[src/rtl/key_debounce.sv]
// Push-button debouncer: 20 raw keys in, 5-bit code of the highest pressed key out,
// with a level strobe spanning press-to-release and a one-cycle valid per accepted press.
module key_debounce #(
    parameter int DEBOUNCE = 4
) (
    input  logic        hz100,
    input  logic        reset,
    input  logic [19:0] pb,
    output logic [4:0]  key,
    output logic        strobe,
    output logic        valid
);

    typedef enum logic [1:0] {IDLE, PRESS_WAIT, HELD, REL_WAIT} state_t;

    localparam logic [7:0] LAST = 8'(DEBOUNCE - 1);

    state_t      state, state_n;
    logic [7:0]  cnt, cnt_n;
    logic [4:0]  cand, cand_n;
    logic [4:0]  key_n;
    logic        strobe_n, valid_n;
    logic [19:0] s1, s2;
    logic        any;
    logic [4:0]  code;

    // Two-flop synchronizer; nothing downstream may look at s1 or pb directly.
    always_ff @(posedge hz100 or posedge reset) begin
        if (reset) begin
            s1 <= '0;
            s2 <= '0;
        end else begin
            s1 <= pb;
            s2 <= s1;
        end
    end

    // Highest set bit wins when several keys are down together.
    always_comb begin
        any  = |s2;
        code = '0;
        for (int i = 0; i < 20; i++)
            if (s2[i]) code = 5'(i);
    end

    always_ff @(posedge hz100 or posedge reset) begin
        if (reset) begin
            state  <= IDLE;
            cnt    <= '0;
            cand   <= '0;
            key    <= '0;
            strobe <= 1'b0;
            valid  <= 1'b0;
        end else begin
            state  <= state_n;
            cnt    <= cnt_n;
            cand   <= cand_n;
            key    <= key_n;
            strobe <= strobe_n;
            valid  <= valid_n;
        end
    end

    always_comb begin
        state_n  = state;
        cnt_n    = cnt;
        cand_n   = cand;
        key_n    = key;
        strobe_n = strobe;
        valid_n  = 1'b0;
        case (state)
            IDLE: begin
                if (any) begin
                    cand_n  = code;
                    cnt_n   = 8'd1;
                    state_n = PRESS_WAIT;
                end
            end
            PRESS_WAIT: begin
                if (!any) begin
                    cnt_n   = '0;
                    state_n = IDLE;
                end else if (code != cand) begin
                    cand_n = code;
                    cnt_n  = 8'd1;
                end else if (cnt == LAST) begin
                    key_n    = cand;
                    strobe_n = 1'b1;
                    valid_n  = 1'b1;
                    state_n  = HELD;
                end else begin
                    cnt_n = cnt + 8'd1;
                end
            end
            HELD: begin
                // Code changes while held are deliberately ignored.
                if (!any) begin
                    cnt_n   = 8'd1;
                    state_n = REL_WAIT;
                end
            end
            REL_WAIT: begin
                if (any) begin
                    cnt_n   = '0;
                    state_n = HELD;
                end else if (cnt == LAST) begin
                    strobe_n = 1'b0;
                    state_n  = IDLE;
                end else begin
                    cnt_n = cnt + 8'd1;
                end
            end
            default: state_n = IDLE;
        endcase
    end

endmodule
[config.mk]
export PLATFORM = sky130hd
export DESIGN_NAME = key_debounce
export DESIGN_NICKNAME = d
export VERILOG_FILES = /design/src/rtl/key_debounce.sv
export SDC_FILE = /design/constraint.sdc
export NUM_CORES = 1
export LEC_CHECK = 0
export CAP_MARGIN = 30
export CORE_MARGIN = 2
export CORE_UTILIZATION = 59
export CTS_CLUSTER_DIAMETER = 120
export DETAILED_ROUTE_END_ITERATION = 7
export PLACE_DENSITY = 0.9
export SETUP_SLACK_MARGIN = 0.3
export SLEW_MARGIN = 30
export SYNTH_ARGS = -nofsm -noshare
export SYNTH_HDL_FRONTEND = slang
export SYNTH_SLANG_ARGS = --single-unit
export TNS_END_PERCENT = 10
[constraint.sdc]
create_clock -name hz100 -period 4.44 [get_ports hz100]
set_clock_uncertainty 0.15 [all_clocks]
set_input_delay 0.444 -clock hz100 [delete_from_list [all_inputs] [get_ports hz100]]
set_output_delay 0.444 -clock hz100 [all_outputs]
set_load 0.01 [all_outputs]
==> results.txt <==
----------------------------------------------------
[Synth]
  Most used flip-flop cell after synthesis ... sky130_fd_sc_hd__dfrtp_1
  Share of synthesized area occupied by flip-flops and latches ... 0.639
  Number of enable-type register cells in the synthesized netlist ... 0
  Synthesized area divided by synthesized cell count ... 12.3 um2
  Number of warning messages in the yosys log ... 0
  Synth unique cells ... 48
  Cell types with the largest area share after synthesis ... sky130_fd_sc_hd__dfrtp_1 64%, sky130_fd_sc_hd__mux2_1 4.2%, sky130_fd_sc_hd__nor2_1 2.6%, sky130_fd_sc_hd__a21oi_1 2.1%, sky130_fd_sc_hd__and3_1 1.8%
  Number of synthesized register bits ... 62
  Number of cells produced by synthesis ... 198
  Post-synthesis instance area ... 2430 um2
  Post-synth top area share ... 0.639
  Async SR Flop Fraction ... 1.00
  Net Count, Synth ... 221
  Cell type with the highest aggregate area in the netlist ... sky130_fd_sc_hd__dfrtp_1

[Power]
  Leakage power ... 1.32 nW
  Part of the power in combinational logic ... 0.232
  Power density cells ... 506 nW/um2
  Internal portion of total power ... 1.04 mW
  Worst VDD drop ... 0.332 mV
  Share of total power in the clock network ... 0.294
  Post-layout power ... 1.49 mW
  Sequential Power Share ... 0.475
  Switching share of total power ... 0.303
  Sw Pwr ... 0.451 mW

[Detailed routing]
  Total length of routed wires ... 4240 um
  Wire length per cell after detailed routing ... 14.7 um
  1st-iter DRT viols ... 121
  Number of vias per cell after detailed routing ... 5.53
  Via count of the routed design ... 1598
  Number of detailed-routing iterations run before antenna repair ... 5
  Number of nets with antenna violations after routing ... 0
  DRC violations left ... 0

[Clock tree]
  Clock Latency Late Sink ... 330 ps
  Max H-tree Level ... 3
  Clock tree from TritonCTS ... done
  Count of hold-fix buffers inserted at cts ... 0
  CTS clk-pin slew, worst paths ... 70 ps
  Gates resized, CTS repair ... 0
  Clock tree root buffer cell ... sky130_fd_sc_hd__clkbuf_8
  Clock sink count ... 62
  Buffers from clock root to sink, at most ... 2
  Clock buffer count from CTS ... 9
  Post-CTS setup buffer count ... 0

[Layout]
  Area Growth Syn to Fin ... 21.2%
  Share of cells above drive strength 1 ... 0.100
  Final net count ... 257
  Most frequent cells in the layout ... 62 x sky130_fd_sc_hd__dfrtp_1, 28 x sky130_fd_sc_hd__clkdlybuf4s50_1, 17 x sky130_fd_sc_hd__nor2_1
  Number of filler cells placed in the layout ... 254
  Most frequent standard cell in the layout excluding fill and tap cells ... sky130_fd_sc_hd__dfrtp_1
  Ant. Diodes ... 0

[Place]
  Final RePlAce weighted congestion ... 0.867
  Port buffer count ... 28
  HPWL after detailed placement ... 2820 um
  Worst setup timing slack at the placement stage ... 1490 ps

[Global route]
  GRT Resource Usage Total ... 0.228
  Wire length of the first global-routing pass ... 7260 um
  Maximum number of pins on one net before global-route repair ... 63
  Global route total overflow ... 0
  Vias in the first global route ... 1613
  Initial antenna violation count ... 0

[Die]
  Vertical die dimension ... 68.2 um
  Core area ... 3970 um2
  Initial Utilization ... 0.612
  Overall die width ... 68.2 um
  Boundary Pins ... 29
  # rows ... 23
  Area of the die ... 4650 um2

[Timing]
  Peak clock frequency supported by timing ... 0.333 GHz
  Final period demand of the worst path ... 3010 ps
  Count of final hold-check violations ... 0
  Final Cycle Share ... 0.677
  Setup violators final ... 0
  Slew Limit Fails ... 0
  Summed negative setup slack over all endpoints ... 0 ps
  Transition time at the pin with the least slew margin ... 826 ps
  Worst path setup slack after routing ... 1430 ps
  Worst slew margin ... 0.449
  Setup repair after global routing missed its margin ... no

[Worst setup path]
  Critical Path Fanout Max ... 12
  Critical path class ... flip-flop to flip-flop
  Critical path data required time ... 4520 ps
  Worst Reg2Reg Path Length in Cells ... 8
  Type of destination of the critical path ... flip-flop
  Startpoint type of the worst setup path ... flip-flop
  CP arrival ... 3080 ps

[Status]
  Status ... completed

[Hold path]
  Class of the worst hold path ... flip-flop to flip-flop
  Depth of the worst hold-timing path ... 0

[Flow run]
  Number of max-cap violations ... 0

----------------------------------------------------
==> worst max-delay path: stages (launching register included) <==
cell and delay, ps:
sky130_fd_sc_hd__dfrtp_1 420, sky130_fd_sc_hd__nor4_2 470, sky130_fd_sc_hd__a21boi_1 200, sky130_fd_sc_hd__or3_1 330
sky130_fd_sc_hd__o211ai_1 150, sky130_fd_sc_hd__nor4b_1 100, sky130_fd_sc_hd__a21oi_1 680, sky130_fd_sc_hd__o21ai_0 190
sky130_fd_sc_hd__a21o_1 200
==> power groups by stage <==
| stage | Clock (mW) | Sequential (mW) | Combinational [mW] |
|---|---|---|---|
| CTS | 0.450 | 0.708 | 0.347 |
| detailed placement | 0 | 0.717 | 0.345 |
| global route | 0.484 | 0.717 | 0.388 |
| global placement | 0 | 0.711 | 0.334 |
| floorplan | 0 | 0.705 | 0.231 |
| finish | 0.438 | 0.708 | 0.345 |
==> cell families (layout without fill, tap and decap cells) <==
logic type | Yosys count | after routing | synth area share
AND/OR/NAND/NOR | 69 | 69 | 0.167
multiplexers | 11 | 11 | 0.0499
flip-flops | 62 | 62 | 0.639
AO/OA/AOI/OAI | 41 | 41 | 0.111
XOR/XNOR | 2 | 2 | 0.00721
buffers and inverters | 12 | 53 | 0.0211
adder cells (fa/ha/maj) | 1 | 1 | 0.00515
==> final timing paths <==
path                       startpoint  slack [ps]       to
setup / recovery                s2[9]        1430   cnt[5]
max in group asynchronous       reset        3180  cand[2]
hold reg to reg                s1[12]         200   s2[12]
min in group asynchronous       reset         480   s1[14]
setup reg to reg                s2[9]        1430   cnt[5]
hold / removal                 s1[12]         200   s2[12]
==> state kept, by name, indices dropped and copies added (netlist names), named ones only <==
| name | count |
|---|---|
| key | 5 |
| cnt | 8 |
| cand | 5 |
| valid | 1 |
| s1 | 20 |
| strobe | 1 |
| state | 1 |
| s2 | 20 |
==> layer usage <==
metal,wire [um],vias to the layer above,global-route usage
met4,74,0,0.125
met2,2290,41,0.397
li1,-,783,-
met1,1690,765,0.247
met5,0,-,0
met3,188,9,0.0674
==> synthesized netlist by cell type, types with 2 or more instances <==
master and instances:
sky130_fd_sc_hd__dfrtp_1 62, sky130_fd_sc_hd__nor2_1 17, sky130_fd_sc_hd__a21oi_1 10, sky130_fd_sc_hd__mux2_1 9, sky130_fd_sc_hd__inv_1 8, sky130_fd_sc_hd__nand2_1 8, sky130_fd_sc_hd__and3_1 7, sky130_fd_sc_hd__nor4_1 6
sky130_fd_sc_hd__o21ai_1 6, sky130_fd_sc_hd__nand3_1 5, sky130_fd_sc_hd__a21o_1 4, sky130_fd_sc_hd__nand2b_1 4, sky130_fd_sc_hd__nor3b_1 4, sky130_fd_sc_hd__o21ai_0 4, sky130_fd_sc_hd__or3_1 3, sky130_fd_sc_hd__a221oi_1 2
sky130_fd_sc_hd__buf_2 2, sky130_fd_sc_hd__mux2i_1 2, sky130_fd_sc_hd__nor4_2 2, sky130_fd_sc_hd__o211ai_1 2, sky130_fd_sc_hd__o2bb2ai_1 2, sky130_fd_sc_hd__o31a_1 2, sky130_fd_sc_hd__or4_1 2
==> area by class of cell <==
type / instances / area, um2 / area share
timing repair buffer: 29 / 288 / 0.0977
tap: 50 / 62.6 / 0.0212
multi-input combinational: 124 / 827 / 0.281
inverter: 8 / 30.0 / 0.0102
sequential: 62 / 1550 / 0.527
clock inverter: 4 / 31.3 / 0.0106
clock buffer: 12 / 155 / 0.0527
==> metrics by stage <==
step                hold slack (ps)  utilization  instance area, um2  std cells
detailed placement              186        0.695                2760        273
CTS                             200        0.742                2950        289
global route                    207        0.742                2950        289
floorplan                       181            -                2430        198
global placement                183        0.695                2760        273
finish                          199        0.742                2950        289
(Power assumes the default switching activity.)
